==> src/rtl/hex_convert_seq.sv <==
// Sequential 16-bit hex to 5-digit packed-BCD converter (double-dabble), also exposing binary and octal forms.
// Define HEX_CONV_OCTAL_EN to build the octal output register; otherwise out_octal is tied to zero.
module hex_convert_seq (
    input  logic        clk,
    input  logic        rst_n,
    input  logic        in_valid,
    output logic        in_ready,
    input  logic [15:0] in_hex,
    output logic        out_valid,
    input  logic        out_ready,
    output logic [15:0] out_binary,
    output logic [17:0] out_octal,
    output logic [19:0] out_bcd,
    output logic        busy
);

    typedef enum logic [1:0] {
        IDLE  = 2'd0,
        SHIFT = 2'd1,
        DONE  = 2'd2
    } state_t;

    state_t      state;
    state_t      state_next;

    logic [15:0] shreg;
    logic [19:0] bcd;
    logic [3:0]  count;
    logic [15:0] binary_q;
    logic [19:0] bcd_q;

    logic        accept;
    logic        last_shift;
    logic        handshake;
    logic [19:0] bcd_adj;
    logic [35:0] shifted;

    assign accept     = in_valid && in_ready;
    assign last_shift = (state == SHIFT) && (count == 4'd0);
    assign handshake  = (state == DONE) && out_ready;

    // in_ready is gated by rst_n so it reads 0 for the whole reset interval, not just after the first edge.
    assign in_ready   = (state == IDLE) && rst_n;
    assign out_valid  = (state == DONE);
    assign busy       = (state != IDLE);
    assign out_binary = binary_q;
    assign out_bcd    = bcd_q;

    always_ff @(posedge clk or negedge rst_n) begin
        if (!rst_n) begin
            state <= IDLE;
        end else begin
            state <= state_next;
        end
    end

    always_comb begin
        state_next = state;
        case (state)
            IDLE:    if (accept)     state_next = SHIFT;
            SHIFT:   if (last_shift) state_next = DONE;
            DONE:    if (handshake)  state_next = IDLE;
            default:                 state_next = IDLE;
        endcase
    end

    // Per-digit add-3 is 4-bit wide with no carry between digits.
    always_comb begin
        bcd_adj = bcd;
        for (int d = 0; d < 5; d++) begin
            if (bcd[4*d +: 4] >= 4'd5) begin
                bcd_adj[4*d +: 4] = bcd[4*d +: 4] + 4'd3;
            end
        end
    end

    assign shifted = {bcd_adj, shreg} << 1;

    always_ff @(posedge clk or negedge rst_n) begin
        if (!rst_n) begin
            shreg    <= '0;
            bcd      <= '0;
            count    <= '0;
            binary_q <= '0;
            bcd_q    <= '0;
        end else if (accept) begin
            shreg    <= in_hex;
            bcd      <= '0;
            count    <= 4'd15;
            binary_q <= in_hex;
        end else if (state == SHIFT) begin
            shreg <= shifted[15:0];
            bcd   <= shifted[35:16];
            count <= count - 4'd1;
            if (count == 4'd0) begin
                bcd_q <= shifted[35:16];
            end
        end
    end

`ifdef HEX_CONV_OCTAL_EN
    logic [17:0] octal_q;

    // A zero-extended binary word is already a concatenation of 3-bit octal digits.
    always_ff @(posedge clk or negedge rst_n) begin
        if (!rst_n) begin
            octal_q <= '0;
        end else if (accept) begin
            octal_q <= {2'b00, in_hex};
        end
    end

    assign out_octal = octal_q;
`else
    assign out_octal = 18'h0;
`endif

endmodule

==> config.mk <==
export PLATFORM = sky130hd
export DESIGN_NAME = hex_convert_seq
export DESIGN_NICKNAME = d
export VERILOG_FILES = /design/src/rtl/hex_convert_seq.sv
export SDC_FILE = /design/constraint.sdc
export NUM_CORES = 1
export LEC_CHECK = 0
export CAP_MARGIN = 30
export CORE_ASPECT_RATIO = 1.5
export CORE_MARGIN = 4
export CORE_UTILIZATION = 55
export CTS_CLUSTER_SIZE = 14
export DETAILED_ROUTE_END_ITERATION = 16
export GPL_TIMING_DRIVEN = 0
export PLACE_DENSITY = 0.91
export SETUP_SLACK_MARGIN = 0.2
export SYNTH_ARGS = -nofsm -noshare
export SYNTH_HDL_FRONTEND = slang
export SYNTH_SLANG_ARGS = --single-unit
==> constraint.sdc <==
create_clock -name clk -period 4.31 [get_ports clk]
set_clock_uncertainty 0.2 [all_clocks]
set_input_delay 0.862 -clock clk [delete_from_list [all_inputs] [get_ports clk]]
set_output_delay 0.862 -clock clk [all_outputs]
set_load 0.01 [all_outputs]
==> results.md <==
- The run finished with clean final reports.
- The area overhead of the layout relative to synthesis is 26.2%.
- The cell with the biggest individual delay on the critical path is sky130_fd_sc_hd__clkdlybuf4s50_1.
- The maximum fanout along the worst path is 63.
- The clock period could shrink to 3.37 ns.
- The clock sink total is 78.
- The final net count is 481.
- The cell sitting at the root of the clock tree is a sky130_fd_sc_hd__clkbuf_8.
- The worst register-to-register path has a depth of 6.
- The Yosys step of the flow raised 0 warnings.
- The clock passes through at most 2 buffers.
- The top-level I/O count is 77.
- Timing analysis after detailed placement gives a worst setup slack of 0.916 ns.
- Data on the critical path is required at its endpoint by 3.25 ns.
- The count of endpoints failing hold in the final timing report is 0.
- Summing over every cut layer, the via total after detailed routing is 2873.
- The final cell area excluding filler cells is 4580 um^2.
- Setup repair after global routing left no endpoint under its margin.
- Derived from the worst setup path, the maximum achievable clock frequency is 0.297 GHz.
- The largest incremental delay on the critical path is 0.58 ns.
- STA classifies the critical path startpoint as a primary input.
- The gate family responsible for the most delay along the worst path is buffers and inverters.
- At the pin with the least slew margin, the transition time is 0.512 ns.
- Once the clock tree was built, the resizer swapped 0 gates to a different size.
- VDD sags by at most 0.405 mV.
- The source-to-sink clock delay at the later pin of the worst-skew pair is 0.36 ns.
- The post-synthesis instance total is 363.
- Setup violations remaining at the end of the flow were counted as 0.
- The most common cell after layout, fill and taps aside is sky130_fd_sc_hd__dfrtp_1.
- Power spread over the standard cell area amounts to 720 nW/um^2.
- The die span in x is 74.3 um.
- In this run the mean area of a mapped cell was 10.0 um^2.
- Traced cell by cell, the critical path runs through buf_4, buf_16, nor3b_1, clkdlybuf4s50_1.
- The arrival time of data at the critical path endpoint is 2.30 ns.
- The post-route antenna net violation count is 0.
- The reg-to-reg startpoint is bcd[0].
- TritonCTS built the clock tree.
- Headroom to the max-slew limit came out at 65.9%.
- The number of global-route vias before repair was 2879.
- The kind of capture point of the worst setup path is a primary output.
- The count of different cell masters after synthesis is 26.
- Clock-pin slew was measured on the worst setup and hold paths at 0.08 ns.
- The worst hold-check path type is primary input to async pin.
- Clock tree synthesis inserted a total of 9 buffers.
- The critical path class is primary input to primary output.
- Once detailed placement completed, the half-perimeter wirelength came to 5730 um.
- Counting both buffers and inverters, the worst setup path holds a total of 3.
- The initial antenna violation count is 0.
- The routed wirelength normalized by instance count is 14.8 um.
- The sequential fraction of the synthesis area is 53.8%.
- After detailed routing, the number of remaining DRC violations is 0.
- Once routing completed, OpenROAD measured the worst setup slack at 0.943 ns.
- The placeable core area is 6440 um^2.
- The area of placed instances is 4400 um^2.
- Buffers placed on the I/O ports in this run total 58.
- The placement row count is 36.
- After the first detailed-routing iteration, the DRC count stood at 213.
- The post-route netlist has 12.5% of its cells at a drive strength greater than 1.
- Global routing consumed, over all layers together, 21.0% of the routing resources.
- The overall die area is 7990 um^2.
- The detailed-route wire length is 7850 um.
- The number of antenna diodes in the final layout is 0.
- The ratio of routed vias to standard cells is 5.41.
- The y dimension of the die is 108 um.
- Leaving out fill and tap cells, the most frequent cells in the layout are sky130_fd_sc_hd__dfrtp_1 (78), sky130_fd_sc_hd__nand2_1 (74), sky130_fd_sc_hd__clkdlybuf4s50_1 (57), sky130_fd_sc_hd__o21ai_0 (56), sky130_fd_sc_hd__buf_4 (23).
- The capturing point of the worst reg2reg path is out_bcd[2].
- The H-tree was split into 3 levels.
- The minimum setup slack among reg-to-reg paths is 2.32 ns.
- The maximum number of pins on one net before global-route repair is 64.
- The first global-routing pass estimated 12800 um of wire.
- The final critical path takes up 78.1% of the cycle.
- Global routing finished with a remaining overflow of 0.
- The number of slew-limit violations in the final report is 0.
- Hold repair after CTS inserted 0 buffers.
- The mapped netlist covers 3630 um^2.
- The leakage power is 2.19 nW.
- The max-cap check violation count is 0.
- The number of filler instances in the final layout is 487.
- For this run, the detailed router's first-pass iteration total came to 4.
- Synthesis inferred 78 register bits.
- The final weighted congestion in routability-driven placement is 0.838.
- Once the floorplan was initialized, standard cells occupied 56.4% of the core.
- The number of setup buffers added after CTS is 0.
## registers in the layout (all words and copies together) (netlist names)
| name | flops |
|---|---|
| out_bcd | 20 |
| shreg | 16 |
| state | 2 |
| out_binary | 16 |
| bcd | 20 |
| count | 4 |
## layout make-up
class	count	area (um^2)	share of cell area, %
tap	76	95.1	2.08
inverter	13	48.8	1.07
multi-input combinational	252	1460	31.9
clock buffer	11	151	3.31
timing repair buffer	59	606	13.2
clock inverter	5	33.8	0.738
buffer	37	234	5.11
sequential	78	1950	42.6
## worst max path at each step
stage	from	endpoint	depth (start not counted)
3_5_place_dp	rst_n	in_ready	4
4_1_cts	rst_n	in_ready	4
2_1_floorplan	rst_n	in_ready	1
6_report	rst_n	in_ready	4
3_3_place_gp	rst_n	in_ready	3
5_1_grt	rst_n	in_ready	4
## worst reg2reg max path, cell delays in order, from the launching register on
cell and delay (ns):
sky130_fd_sc_hd__dfrtp_1 0.40, sky130_fd_sc_hd__inv_1 0.12, sky130_fd_sc_hd__ha_1 0.25, sky130_fd_sc_hd__nand2b_1 0.10
sky130_fd_sc_hd__a21oi_1 0.29, sky130_fd_sc_hd__mux2_2 0.39, sky130_fd_sc_hd__o21ai_0 0.16
## cells by family (layout without fill, tap and decap cells)
family / after synthesis / after routing / synth area share [%]
muxes: 21 / 21 / 6.00
adders and majority gates: 11 / 11 / 3.79
AOI/OAI and AO/OA: 81 / 81 / 12.3
buffers and inverters: 50 / 125 / 7.79
other: 1 / 18 / 0.103
DFF: 78 / 78 / 53.8
and+or+nand+nor: 113 / 113 / 14.4
xor gates and xnor gates: 8 / 8 / 1.93
## per-layer routing
layer	track usage (%)	share of wire (%)
met1	24.4	39
met2	36.5	53
met3	3.83	5.6
met4	10.3	2.3
met5	0	0
## cell usage after synthesis
cell                         n  area (um^2)
sky130_fd_sc_hd__a21oi_1    14         70.1
sky130_fd_sc_hd__a32o_1      5         50.1
sky130_fd_sc_hd__and2_1      1         6.26
sky130_fd_sc_hd__buf_2      10         50.1
sky130_fd_sc_hd__buf_4      22          165
sky130_fd_sc_hd__clkbuf_1    5         18.8
sky130_fd_sc_hd__conb_1      1         3.75
sky130_fd_sc_hd__dfrtp_1    78         1950
sky130_fd_sc_hd__ha_1       11          138
sky130_fd_sc_hd__inv_1      13         48.8
sky130_fd_sc_hd__mux2_1      1         11.3
sky130_fd_sc_hd__mux2_2      5         56.3
sky130_fd_sc_hd__mux2i_1    15          150
sky130_fd_sc_hd__nand2_1    74          278
sky130_fd_sc_hd__nand2_2     1         6.26
sky130_fd_sc_hd__nand2b_1    7         43.8
sky130_fd_sc_hd__nand3_1    15         75.1
sky130_fd_sc_hd__nand4bb_1   1         11.3
sky130_fd_sc_hd__nor2b_1     1         6.26
sky130_fd_sc_hd__nor3b_1    11         82.6
sky130_fd_sc_hd__nor4_1      1         6.26
sky130_fd_sc_hd__o21ai_0    56          280
sky130_fd_sc_hd__o31ai_1     6         45.0
sky130_fd_sc_hd__or2_2       1         6.26
sky130_fd_sc_hd__xnor2_1     7         61.3
sky130_fd_sc_hd__xor2_1      1         8.76
## metrics by stage
step | hold slack (ns) | TNS [ns] | utilization, % | std cells | total power, mW
after floorplan | 0.263 | 0 | - | 380 | 2.18
final | 0.172 | 0 | 71.1 | 531 | 3.30
after CTS | 0.172 | 0 | 71.1 | 531 | 3.31
after global placement | 0.261 | -78.96 | 67.9 | 514 | 2.71
after global routing | 0.187 | 0 | 71.1 | 531 | 3.54
after detailed placement | 0.269 | 0 | 68.2 | 515 | 2.80
## power by group
group / internal (mW) / total (mW) / switching (mW)
logic: 0.743 / 1.51 / 0.763
clock network: 0.239 / 0.505 / 0.266
registers: 1.06 / 1.29 / 0.231
Note: power is estimated with default switching activity, not from simulation.
